`config.mk`:
```
export PLATFORM = sky130hd
export DESIGN_NAME = axi4lite_reg_slave
export DESIGN_NICKNAME = d
export VERILOG_FILES = /design/src/rtl/axi4lite_pkg.sv /design/src/rtl/axi4lite_reg_file.sv /design/src/rtl/axi4lite_reg_slave.sv
export SDC_FILE = /design/constraint.sdc
export NUM_CORES = 1
export LEC_CHECK = 0
export CORE_AREA = 2 2 266 268
export DETAILED_ROUTE_END_ITERATION = 7
export DIE_AREA = 0 0 268 270
export PLACE_DENSITY = 0.67
export SLEW_MARGIN = 5
export SYNTH_ARGS = -nofsm -noshare
export SYNTH_HDL_FRONTEND = slang
export SYNTH_SLANG_ARGS = --single-unit
```
`constraint.sdc`:
```
create_clock -name ACLK -period 8.9 [get_ports ACLK]
set_input_delay 2.67 -clock ACLK [delete_from_list [all_inputs] [get_ports ACLK]]
set_output_delay 2.67 -clock ACLK [all_outputs]
set_load 0.01 [all_outputs]
```
`src/rtl/axi4lite_pkg.sv`:
```
// Shared response encodings and channel states
// for the AXI4-Lite register slave.
package axi4lite_pkg;

  typedef logic [1:0] resp_t;

  localparam resp_t RESP_OKAY   = 2'b00;
  localparam resp_t RESP_EXOKAY = 2'b01;
  localparam resp_t RESP_SLVERR = 2'b10;
  localparam resp_t RESP_DECERR = 2'b11;

  typedef enum logic {
    CH_IDLE,
    CH_RESP
  } ch_state_t;

endpackage

```
`src/rtl/axi4lite_reg_file.sv`:
```
// Register storage, byte-strobe merge,
// write pulses and read mux.
module axi4lite_reg_file
  import axi4lite_pkg::*;
#(
  parameter int DATA_WIDTH = 32,
  parameter int ADDR_WIDTH = 32,
  parameter int NUM_REGS   = 16,
  parameter logic [ADDR_WIDTH-1:0] BASE_ADDR = '0
) (
  input  logic                           i_clk,
  input  logic                           i_rst,
  input  logic                           i_wr_en,
  input  logic [ADDR_WIDTH-1:0]          i_wr_addr,
  input  logic [DATA_WIDTH-1:0]          i_wr_data,
  input  logic [DATA_WIDTH/8-1:0]        i_wr_strb,
  output resp_t                          o_wr_resp,
  input  logic [ADDR_WIDTH-1:0]          i_rd_addr,
  output logic [DATA_WIDTH-1:0]          o_rd_data,
  output resp_t                          o_rd_resp,
  output logic [NUM_REGS*DATA_WIDTH-1:0] o_reg_q,
  output logic [NUM_REGS-1:0]            o_wr_pulse
);

  localparam int SW       = DATA_WIDTH / 8;
  localparam int ADDR_LSB = $clog2(SW);
  localparam int IDX_W    = $clog2(NUM_REGS);
  localparam logic [ADDR_WIDTH-1:0] SPAN =
    ADDR_WIDTH'(NUM_REGS * SW);

  logic [DATA_WIDTH-1:0] r_regs [NUM_REGS];
  logic [NUM_REGS-1:0]   r_pulse;

  logic [ADDR_WIDTH-1:0] w_wr_off;
  logic [ADDR_WIDTH-1:0] w_rd_off;
  logic                  w_wr_ok;
  logic                  w_rd_ok;
  logic [IDX_W-1:0]      w_wr_idx;
  logic [IDX_W-1:0]      w_rd_idx;

  assign w_wr_off = i_wr_addr - BASE_ADDR;
  assign w_rd_off = i_rd_addr - BASE_ADDR;
  assign w_wr_ok  = (w_wr_off < SPAN);
  assign w_rd_ok  = (w_rd_off < SPAN);
  assign w_wr_idx = w_wr_off[ADDR_LSB +: IDX_W];
  assign w_rd_idx = w_rd_off[ADDR_LSB +: IDX_W];

  assign o_wr_resp = w_wr_ok ? RESP_OKAY : RESP_SLVERR;
  assign o_rd_resp = w_rd_ok ? RESP_OKAY : RESP_SLVERR;
  assign o_rd_data = w_rd_ok ? r_regs[w_rd_idx] : '0;
  assign o_wr_pulse = r_pulse;

  // Pulse fires even with all strobes low.
  always_ff @(posedge i_clk) begin
    if (i_rst) begin
      for (int i = 0; i < NUM_REGS; i++) begin
        r_regs[i] <= '0;
      end
      r_pulse <= '0;
    end else begin
      r_pulse <= '0;
      if (i_wr_en && w_wr_ok) begin
        r_pulse[w_wr_idx] <= 1'b1;
        for (int b = 0; b < SW; b++) begin
          if (i_wr_strb[b]) begin
            r_regs[w_wr_idx][b*8 +: 8] <=
              i_wr_data[b*8 +: 8];
          end
        end
      end
    end
  end

  for (genvar g = 0; g < NUM_REGS; g++) begin : g_q
    assign o_reg_q[g*DATA_WIDTH +: DATA_WIDTH] =
      r_regs[g];
  end

endmodule

```
`src/rtl/axi4lite_reg_slave.sv`:
```
// AXI4-Lite slave front end: handshakes and
// response channels around the register file.
module axi4lite_reg_slave
  import axi4lite_pkg::*;
#(
  parameter int DATA_WIDTH = 32,
  parameter int ADDR_WIDTH = 32,
  parameter int NUM_REGS   = 16,
  parameter logic [ADDR_WIDTH-1:0] BASE_ADDR = '0
) (
  input  logic                           ACLK,
  input  logic                           ARESET,
  input  logic [ADDR_WIDTH-1:0]          AWADDR,
  input  logic [2:0]                     AWPROT,
  input  logic                           AWVALID,
  output logic                           AWREADY,
  input  logic [DATA_WIDTH-1:0]          WDATA,
  input  logic [DATA_WIDTH/8-1:0]        WSTRB,
  input  logic                           WVALID,
  output logic                           WREADY,
  output logic [1:0]                     BRESP,
  output logic                           BVALID,
  input  logic                           BREADY,
  input  logic [ADDR_WIDTH-1:0]          ARADDR,
  input  logic [2:0]                     ARPROT,
  input  logic                           ARVALID,
  output logic                           ARREADY,
  output logic [DATA_WIDTH-1:0]          RDATA,
  output logic [1:0]                     RRESP,
  output logic                           RVALID,
  input  logic                           RREADY,
  output logic [NUM_REGS*DATA_WIDTH-1:0] reg_q,
  output logic [NUM_REGS-1:0]            reg_wr_pulse
);

  localparam int SW = DATA_WIDTH / 8;

  ch_state_t r_b_state, w_b_next;
  ch_state_t r_r_state, w_r_next;

  logic                  r_aw_held;
  logic                  r_w_held;
  logic [ADDR_WIDTH-1:0] r_aw_addr;
  logic [DATA_WIDTH-1:0] r_w_data;
  logic [SW-1:0]         r_w_strb;
  resp_t                 r_bresp;
  resp_t                 r_rresp;
  logic [DATA_WIDTH-1:0] r_rdata;

  logic                  w_aw_hs;
  logic                  w_w_hs;
  logic                  w_ar_hs;
  logic                  w_commit;
  logic [ADDR_WIDTH-1:0] w_wr_addr;
  logic [DATA_WIDTH-1:0] w_wr_data;
  logic [SW-1:0]         w_wr_strb;
  resp_t                 w_wr_resp;
  resp_t                 w_rd_resp;
  logic [DATA_WIDTH-1:0] w_rd_data;
  logic                  w_unused;

  // Protection bits carry no meaning here.
  assign w_unused = ^{AWPROT, ARPROT};

  assign BVALID  = (r_b_state == CH_RESP);
  assign RVALID  = (r_r_state == CH_RESP);
  assign BRESP   = r_bresp;
  assign RRESP   = r_rresp;
  assign RDATA   = r_rdata;

  assign AWREADY = !ARESET && !r_aw_held && !BVALID;
  assign WREADY  = !ARESET && !r_w_held && !BVALID;
  assign ARREADY = !ARESET && !RVALID;

  assign w_aw_hs  = AWVALID && AWREADY;
  assign w_w_hs   = WVALID && WREADY;
  assign w_ar_hs  = ARVALID && ARREADY;
  assign w_commit = (r_aw_held || w_aw_hs) &&
                    (r_w_held || w_w_hs);

  assign w_wr_addr = r_aw_held ? r_aw_addr : AWADDR;
  assign w_wr_data = r_w_held ? r_w_data : WDATA;
  assign w_wr_strb = r_w_held ? r_w_strb : WSTRB;

  always_comb begin
    w_b_next = r_b_state;
    unique case (r_b_state)
      CH_IDLE: if (w_commit) w_b_next = CH_RESP;
      CH_RESP: if (BREADY) w_b_next = CH_IDLE;
      default: w_b_next = CH_IDLE;
    endcase
  end

  always_comb begin
    w_r_next = r_r_state;
    unique case (r_r_state)
      CH_IDLE: if (w_ar_hs) w_r_next = CH_RESP;
      CH_RESP: if (RREADY) w_r_next = CH_IDLE;
      default: w_r_next = CH_IDLE;
    endcase
  end

  always_ff @(posedge ACLK) begin
    if (ARESET) begin
      r_b_state <= CH_IDLE;
      r_r_state <= CH_IDLE;
    end else begin
      r_b_state <= w_b_next;
      r_r_state <= w_r_next;
    end
  end

  always_ff @(posedge ACLK) begin
    if (ARESET) begin
      r_aw_held <= 1'b0;
      r_w_held  <= 1'b0;
      r_aw_addr <= '0;
      r_w_data  <= '0;
      r_w_strb  <= '0;
      r_bresp   <= RESP_OKAY;
      r_rresp   <= RESP_OKAY;
      r_rdata   <= '0;
    end else begin
      if (w_commit) begin
        r_aw_held <= 1'b0;
      end else if (w_aw_hs) begin
        r_aw_held <= 1'b1;
        r_aw_addr <= AWADDR;
      end
      if (w_commit) begin
        r_w_held <= 1'b0;
      end else if (w_w_hs) begin
        r_w_held <= 1'b1;
        r_w_data <= WDATA;
        r_w_strb <= WSTRB;
      end
      if (w_commit) r_bresp <= w_wr_resp;
      if (w_ar_hs) begin
        r_rdata <= w_rd_data;
        r_rresp <= w_rd_resp;
      end
    end
  end

  axi4lite_reg_file #(
    .DATA_WIDTH (DATA_WIDTH),
    .ADDR_WIDTH (ADDR_WIDTH),
    .NUM_REGS   (NUM_REGS),
    .BASE_ADDR  (BASE_ADDR)
  ) u_rf (
    .i_clk      (ACLK),
    .i_rst      (ARESET),
    .i_wr_en    (w_commit),
    .i_wr_addr  (w_wr_addr),
    .i_wr_data  (w_wr_data),
    .i_wr_strb  (w_wr_strb),
    .o_wr_resp  (w_wr_resp),
    .i_rd_addr  (ARADDR),
    .o_rd_data  (w_rd_data),
    .o_rd_resp  (w_rd_resp),
    .o_reg_q    (reg_q),
    .o_wr_pulse (reg_wr_pulse)
  );

endmodule

```
======== Word level (Yosys, flattened, before mapping) ========
Memory sizes are Yosys's and may differ from the RTL's.
Index checks and enable logic that the tools add are counted.
storage, ports and cells
  output and inout port bits .............. 569
  memories ................................ 1
  memory bits (writable) .................. 512
  bits in registers ....................... 124
  input port bits ......................... 113
memory list
  name         words  bits a word  read ports  clocked after Yosys merged registers in  write ports  RTL line                 RTL
  u_rf.r_regs  16     32           17          0                                        16           axi4lite_reg_file.sv:31  logic [DATA_WIDTH-1:0] r_regs [NUM_REGS];
operators by class
  muxes and demuxes ....................... 35
  reduce and logical (&&, ||, !) cells .... 23
  $lt $le $gt $ge ......................... 4
  bitwise operators ....................... 4
operators by type and width
  kind                                                                                  count
  32-bit 2-to-1 mux                                                                     4
  32-bit by 7-bit less-than comparator with 1-bit output (second input constant)        2
  32-bit OR reduction                                                                   1
  1-bit 2-to-1 mux                                                                      23
  4-bit 2-to-1 mux                                                                      3
  1-bit logical AND                                                                     11
  1-bit zero test                                                                       5
  4-bit by 5-bit less-than comparator with 1-bit output (second input constant)         1
  1-bit demux with 4-bit select                                                         1
  4-bit by 1-bit greater-or-equal comparator with 1-bit output (second input constant)  1
  2-bit 2-to-1 mux                                                                      2
  1-bit NOT                                                                             4
  1-bit one-hot mux with 2 select lines                                                 2
  2-bit AND reduction                                                                   2
  2-bit OR reduction                                                                    2
  1-bit logical OR                                                                      2

======== Longest topological paths before layout ========
Gate-level depths: netlist of the first run.
  depth after elaboration ................. 12
  depth in mapped cells ................... 8
  gate-level depth less buffers ........... 5

======== Cells and area by module ========
Synthesis of the first run repeated with hierarchy kept, for this count alone.
second synthesis, totals
  cells, all modules ...................... 2238
  area total of the unflattened synthesis .. 28456.0 sq um
modules (own cells, without submodules)
  module              instances  seq. area each (sq um)  area each (sq um)  cells each
  axi4lite_reg_file   1          15695.1                 23528.8            1669
  axi4lite_reg_slave  1          2162.1                  4927.2             569

======== Least setup slack after synthesis of the first run ========
No wires, ideal clock.
  kind .................................... input-to-output
  start ................................... input port ARESET
  end ..................................... output port AWREADY
  required time ........................... 6230 ps
  stages .................................. 4
  slack ................................... 2616 ps
  arrival time ............................ 3614 ps
  path through ............................ clkbuf_1 -> clkbuf_1 -> clkbuf_1 -> nor3_1
on the way
  longest elaborated chain between the ends .. 3
ends and longest elaborated chain
  item                            RTL line                  RTL
  start: declaration              axi4lite_reg_slave.sv:12  input logic ARESET,
  1-bit zero test                 axi4lite_reg_slave.sv:71  assign AWREADY = !ARESET && !r_aw_held && !BVALID;
  1-bit logical AND (2 in a row)  axi4lite_reg_slave.sv:71
  end: declaration                axi4lite_reg_slave.sv:16  output logic AWREADY,
No other way between the ends.

======== Worst setup path after layout of the first run ========
  start ................................... input port ARESET
  end ..................................... output port WREADY
on the way
  longest elaborated chain between the ends .. 3
ends and longest elaborated chain
  item                            RTL line                  RTL
  1-bit zero test                 axi4lite_reg_slave.sv:72  assign WREADY = !ARESET && !r_w_held && !BVALID;
  1-bit logical AND (2 in a row)  axi4lite_reg_slave.sv:72
  end: declaration                axi4lite_reg_slave.sv:20  output logic WREADY,
No other way between the ends.

==> impl_metrics.json, run 1 <==
{
  "vias": 21700,
  "post_cts_buffers": 0,
  "totalNegativeSetupSlack_ns": 0,
  "post_route_cells_drive_above_1_share_pct": 11.5,
  "finalHoldViolCount": 0,
  "routed_wirelength_mm": 105,
  "synth.ff_latch_count": 632,
  "power_leakage_nw": 12.0,
  "area_growth_syn_to_layout_pct": 34.5,
  "drt.antenna.violating_nets": 0,
  "run_status": "finished clean",
  "post-route-min-period_ns": 6.33,
  "worstPathRequired_ns": 6.23,
  "fp.dieH_um": 270,
  "drt-wirelength-per-cell_um": 29.1,
  "grt_util_all_layers_pct": 28.5,
  "power.ir.vdd_worst_mv": 0.126,
  "chipWidth_um": 268,
  "via_count_of_the_first_global_routing_pass": 20700,
  "drcViolationCount": 0,
  "dp_cell_count": 3495,
  "tritoncts": "yes",
  "cp_slowest_cell": "clkdlybuf4s50_1",
  "seq_area_frac_synth_pct": 64.2,
  "clock_sink_count": 632,
  "num_io_pins": 682,
  "initial_core_util_pct": 39.8,
  "timing.final.max_slew_violations": 0,
  "fin_crit_sh_pct": 71.1,
  "timing.critical_path.cells": "buf_4 > nor3_1 > clkdlybuf4s50_1",
  "clk_pin_slew_ns": 0.05,
  "layout.nets": 2740,
  "pwr_density_cell_nw_per_um2": 192,
  "synth_warnings": 0,
  "final_cell_count_no_fill": 3624,
  "cts_inserted_buffers": 70,
  "syn_area_um2": 27700,
  "ctsLongestPathBuffers": 3,
  "io_buffer_count": 669,
  "timing.critical_path.max_delay_family": "buffers and inverters",
  "cts-resized-gates": 0,
  "timing.clock.skew_ns": 0.0321,
  "start_kind": "input pin",
  "slew_headroom_pct": 20.9,
  "antenna_found_initial": 3,
  "cap_viol_max_count": 0,
  "die_area_um2": 72400,
  "area_of_the_core_region_um2": 69500,
  "worst-setup-path-type": "input pin to output port",
  "maximum_number_of_pins_on_one_net_before_global_route_repair": 149,
  "detailedPlacementHpwl_mm": 74.2,
  "timing.fmax_mhz": 158,
  "cp_buf_inv_count": 2,
  "rows": 97,
  "final_core_util_pct": 53.5,
  "drt_iter0_drc": 2658,
  "netlist-cell-type-count": 42,
  "synthesis.instances": 2105,
  "cts_root_buffer": "clkbuf_16",
  "clock_insertion_delay_worst_skew_ns": 0.61,
  "end_kind": "output port",
  "synthesis.area_per_instance_um2": 13.1,
  "drt_pre_antenna_iters": 5,
  "max_stage_delay_ns": 0.56,
  "first_pass_grt_wire_length_mm": 149,
  "post_drt_via_cell_ratio": 6.00,
  "crit_path_max_fanout": 31,
  "final_weighted_congestion_of_routability_driven_global_placement": 0.899,
  "critPathArrivalTime_ns": 3.66,
  "postCtsHoldBufs": 0,
  "globalRouteOverflowTotal": 0,
  "worst-slew-pin-transition_ns": 1.19,
  "finalSetupViolations": 0,
  "max_h_tree_level": 3,
  "hold_path_class": "register to register",
  "rsz0062_at_grt": "no"
}
## sequential cells by signal, indices dropped and copies added (netlist names)
signal and count:
r_aw_addr 30, BVALID 1, r_w_data 32, RVALID 1, r_w_held 1, r_aw_held 1, u_rf.r_regs 512, RDATA 32
u_rf.o_wr_pulse 16, RRESP 1, BRESP 1, r_w_strb 4
## cells by family after synthesis
kind of cell    share of synthesized area [%]
other cells                            0.0135
compound gates                           6.35
mux                                      11.9
buf+inv                                  3.68
flops                                    64.2
simple gates                             13.8
## metrics by stage
step           setup slack [ns]  hold WS, ns  area, um2  power, W
6_report                   2.57        0.450      37200   0.00715
5_1_grt                    2.47        0.469      37200   0.00733
4_1_cts                    2.57        0.453      37200   0.00716
3_5_place_dp               2.36        0.444      34900   0.00422
3_3_place_gp               2.51        0.438      34900   0.00420
2_1_floorplan              2.62        0.431      27700   0.00379
## final cells by class
cell class / instances / area [um2]
inverters: 3 / 11.3
clock buffers: 100 / 2000
flip-flops and latches: 632 / 17800
clock inverters: 27 / 343
repair buffers: 696 / 6950
multi-input cells: 1224 / 8940
well taps: 940 / 1180
fillers: 5733 / 32300
diodes: 2 / 5.00
## layout by cell type, fill, tap and decap left out, drive strengths merged, types with 3 or more instances in the layout
master and count:
a22o 33, nor2b 5, a22oi 66, a21oi 68, o211ai 4, bufinv 7
nand3 3, dfxtp 120, clkdlybuf4s50 666, nor4 17, inv 8, mux4 128
clkinv 14, clkbuf 100, nor2 28, nand2 216, nor3 525, buf 30
o21bai 64, edfxtp 512, mux2 37, nand4 3
## worst paths after layout
path,startpoint,to,slack (ns),cells after the start
hold / removal,r_aw_addr[16],r_aw_addr[16],0.45,2
setup reg to reg,r_aw_held,u_rf.r_regs[0][9],5.01,8
hold reg to reg,r_aw_addr[16],r_aw_addr[16],0.45,2
setup / recovery,ARESET,WREADY,2.57,3
## routing by layer
layer | track usage [%] | share of wire (%)
met2 | 44.6 | 47
met3 | 7.15 | 11
met5 | 0 | 0.012
met4 | 9.91 | 3.6
met1 | 38.6 | 39
## power by group
part           total, W  internal [W]  switching, W
registers       0.00335       0.00328     0.0000696
clock network   0.00298       0.00178       0.00120
logic          0.000818      0.000322      0.000496
## synth_stat cells (all sizes together)
| master | count | area share [%] |
|---|---|---|
| o41ai | 1 | 0.059 |
| clkbuf | 157 | 2.1 |
| edfxtp | 512 | 56 |
| mux4 | 128 | 10 |
| o211a | 1 | 0.036 |
| o22ai | 2 | 0.045 |
| nand3 | 3 | 0.054 |
| nor3b | 2 | 0.054 |
| nor2b | 5 | 0.11 |
| o22a | 2 | 0.063 |
| conb | 1 | 0.014 |
| a21oi | 68 | 1.2 |
| a22oi | 66 | 1.8 |
| nor2 | 28 | 0.38 |
| nor4 | 17 | 0.46 |
| o32a | 1 | 0.036 |
| nor4b | 1 | 0.032 |
| buf | 90 | 1.5 |
| nand2 | 216 | 2.9 |
| and2 | 1 | 0.023 |
| a22o | 33 | 1.0 |
| a2bb2oi | 1 | 0.032 |
| a32oi | 2 | 0.063 |
| inv | 3 | 0.041 |
| and3b | 2 | 0.063 |
| nor3 | 525 | 9.5 |
| dfxtp | 120 | 8.7 |
| nand2b | 2 | 0.045 |
| o211ai | 4 | 0.11 |
| o21a | 1 | 0.027 |
| o21bai | 64 | 1.7 |
| mux2 | 37 | 1.5 |
| o32ai | 1 | 0.032 |
| o21ai | 1 | 0.018 |
| or4b | 1 | 0.036 |
| nand3b | 2 | 0.054 |
| a211oi | 1 | 0.027 |
| nand4 | 3 | 0.068 |
## tightest hold or removal path: cells and delay by family, from the launching register on
family | cells | cell delay [ns]
simple gates | 1 | 0.05
flops | 1 | 0.30
compound gates | 1 | 0.05
Power figures use the tool's default switching activity.
==> inputs of run 2 (changes only) <==
--- a/config.mk
+++ b/config.mk
@@ -5,10 +5,10 @@
 export SDC_FILE = /design/constraint.sdc
 export NUM_CORES = 1
 export LEC_CHECK = 0
-export CORE_AREA = 2 2 266 268
+export CORE_AREA = 2 2 268 270
 export DETAILED_ROUTE_END_ITERATION = 7
-export DIE_AREA = 0 0 268 270
-export PLACE_DENSITY = 0.67
+export DIE_AREA = 0 0 270 272
+export PLACE_DENSITY = 0.66
 export SLEW_MARGIN = 5
 export SYNTH_ARGS = -nofsm -noshare
 export SYNTH_HDL_FRONTEND = slang
==> constraint.sdc (replaced) <==
create_clock -name ACLK -period 6.1 [get_ports ACLK]
set_input_delay 1.83 -clock ACLK [delete_from_list [all_inputs] [get_ports ACLK]]
set_output_delay 1.83 -clock ACLK [all_outputs]
set_load 0.01 [all_outputs]
==> run 2 against run 1 <==
Count of clock-buffer cells in the layout decreased by 3. Clock power increased by 40%. Critical path depth unchanged. Critical endpoint unchanged. Setup slack got worse by 1.1 ns. Cell count increased by 1.7%. Sequential share of layout area decreased by 0.46 points. Global-route usage decreased by 0.80 points. Non-clock buffer count increased by 54. Sequential power increased by 46%. Largest cell class unchanged.
==> impl_metrics.json, run 2 (same netlist as run 1, synthesis figures left out) <==
{
  "register_area_um2": 17800,
  "cts_root_buffer": "clkbuf_16",
  "timing.final.max_slew_violations": 0,
  "globalRouteOverflowTotal": 0,
  "fill_cells": 5865,
  "multiInputGateArea_um2": 8940,
  "timing.fmax_mhz": 217,
  "pwr_density_cell_nw_per_um2": 273,
  "worst-setup-path-type": "input pin to output port",
  "hold_path_class": "register to register",
  "clock_insertion_delay_worst_skew_ns": 0.62,
  "run_status": "finished clean",
  "num_io_pins": 682,
  "largest_register_ff_count": 512,
  "final_core_util_pct": 53.1,
  "routed_wirelength_mm": 105,
  "post_cts_buffers": 0,
  "cts-resized-gates": 0,
  "rsz0062_at_grt": "no",
  "postCtsHoldBufs": 0,
  "grt_busiest_layer": "met2",
  "drt_pre_antenna_iters": 6,
  "clk_pin_slew_ns": 0.06,
  "finalHoldViolCount": 0,
  "final_area_um2": 37600,
  "gr-usage-met3_pct": 7.87,
  "post_route_cells_drive_above_1_share_pct": 13.6,
  "drcViolationCount": 0,
  "grt.met1_usage_pct": 36.8,
  "crit_path_max_fanout": 11,
  "critPathArrivalTime_ns": 2.77,
  "cap_viol_max_count": 0,
  "post-route-min-period_ns": 4.60,
  "totalNegativeSetupSlack_ns": 0,
  "slew_headroom_pct": 23.4,
  "clock_sink_count": 632,
  "dp_cell_count": 3559,
  "fp.dieH_um": 272,
  "layout.cells.most_common": "clkdlybuf4s50_1",
  "vias": 21800,
  "rows": 98,
  "fin_crit_sh_pct": 75.4,
  "first_pass_grt_wire_length_mm": 149,
  "io_buffer_count": 669,
  "ctsLongestPathBuffers": 3,
  "final_weighted_congestion_of_routability_driven_global_placement": 0.930,
  "max_stage_delay_ns": 0.58,
  "post_drt_via_cell_ratio": 5.91,
  "drt.antenna.violating_nets": 0,
  "drt_iter0_drc": 2554,
  "chipWidth_um": 270,
  "die_area_um2": 73400,
  "worst-slew-pin-transition_ns": 1.15,
  "final_cell_count_no_fill": 3686,
  "area_growth_syn_to_layout_pct": 35.8,
  "detailedPlacementHpwl_mm": 75.5,
  "end_kind": "output port",
  "commonest_non_fill_non_tap_cells_in_the_layout": "666 x clkdlybuf4s50_1, 525 x nor3_1, 512 x edfxtp_1",
  "cts_inserted_buffers": 68,
  "cp_slowest_cell": "clkdlybuf4s50_1",
  "worstPathRequired_ns": 4.27,
  "via_count_of_the_first_global_routing_pass": 20900,
  "regMostFlops": "u_rf.r_regs",
  "antenna_found_initial": 3,
  "timing.final.ws_setup_ns": 1.50,
  "power_leakage_nw": 12.3,
  "start_kind": "input pin",
  "post_place_setup_slack_ns": 0.906,
  "grt_util_all_layers_pct": 27.7,
  "timing.critical_path.cells": "buf_4 > nor3_1 > clkdlybuf4s50_1",
  "timing.clock.skew_ns": 0.0210,
  "layout.nets": 2792,
  "power.ir.vdd_worst_mv": 0.184,
  "drt-wirelength-per-cell_um": 28.4,
  "finalSetupViolations": 0,
  "max_h_tree_level": 3,
  "maximum_number_of_pins_on_one_net_before_global_route_repair": 149,
  "tritoncts": "yes",
  "use_met2_pct": 43.9,
  "placement.cell_area_um2": 35300,
  "area_of_the_core_region_um2": 70800,
  "initial_core_util_pct": 39.1
}
run 2: final timing paths:
kind | start | endpoint | slack [ns] | cells after the start
setup reg to reg | r_aw_held | u_rf.r_regs[5][10] | 2.24 | 6
hold reg to reg | r_w_data[19] | r_w_data[19] | 0.45 | 2
setup / recovery | ARESET | WREADY | 1.50 | 3
hold / removal | r_w_data[19] | r_w_data[19] | 0.45 | 2
run 2: area by class of cell:
type                    count  share of cell area (%)
diodes                      1                 0.00666
clock buffers              97                    5.39
clock inverters            29                   0.669
inverters                   3                  0.0300
multi-input cells        1224                    23.8
flip-flops and latches    632                    47.3
well taps                 950                    3.16
repair buffers            750                    19.6
run 2: worst max-delay path: cells and delay by family:
family                 cells  cell delay, ns
AND/OR/NAND/NOR            1            0.20
buffers and inverters      2            0.74
run 2: where the power goes:
part | total, W | internal [W] | leakage [nW] | switching (W)
clock network | 0.00417 | 0.00245 | 1.12 | 0.00172
logic | 0.00121 | 0.000496 | 4.88 | 0.000713
registers | 0.00489 | 0.00478 | 6.25 | 0.000109
run 2: per-stage QoR:
step / total power, W / hold WS, ns
floorplan: 0.00553 / 0.431
global placement: 0.00616 / 0.438
detailed placement: 0.00618 / 0.443
CTS: 0.0103 / 0.453
global route: 0.0105 / 0.475
finish: 0.0103 / 0.454
run 2: routing by layer:
layer	wire length, um	vias up
met2	49100	1436
met1	40200	10900
li1	-	9244
met4	3540	4
met3	11800	172
met5	27	-
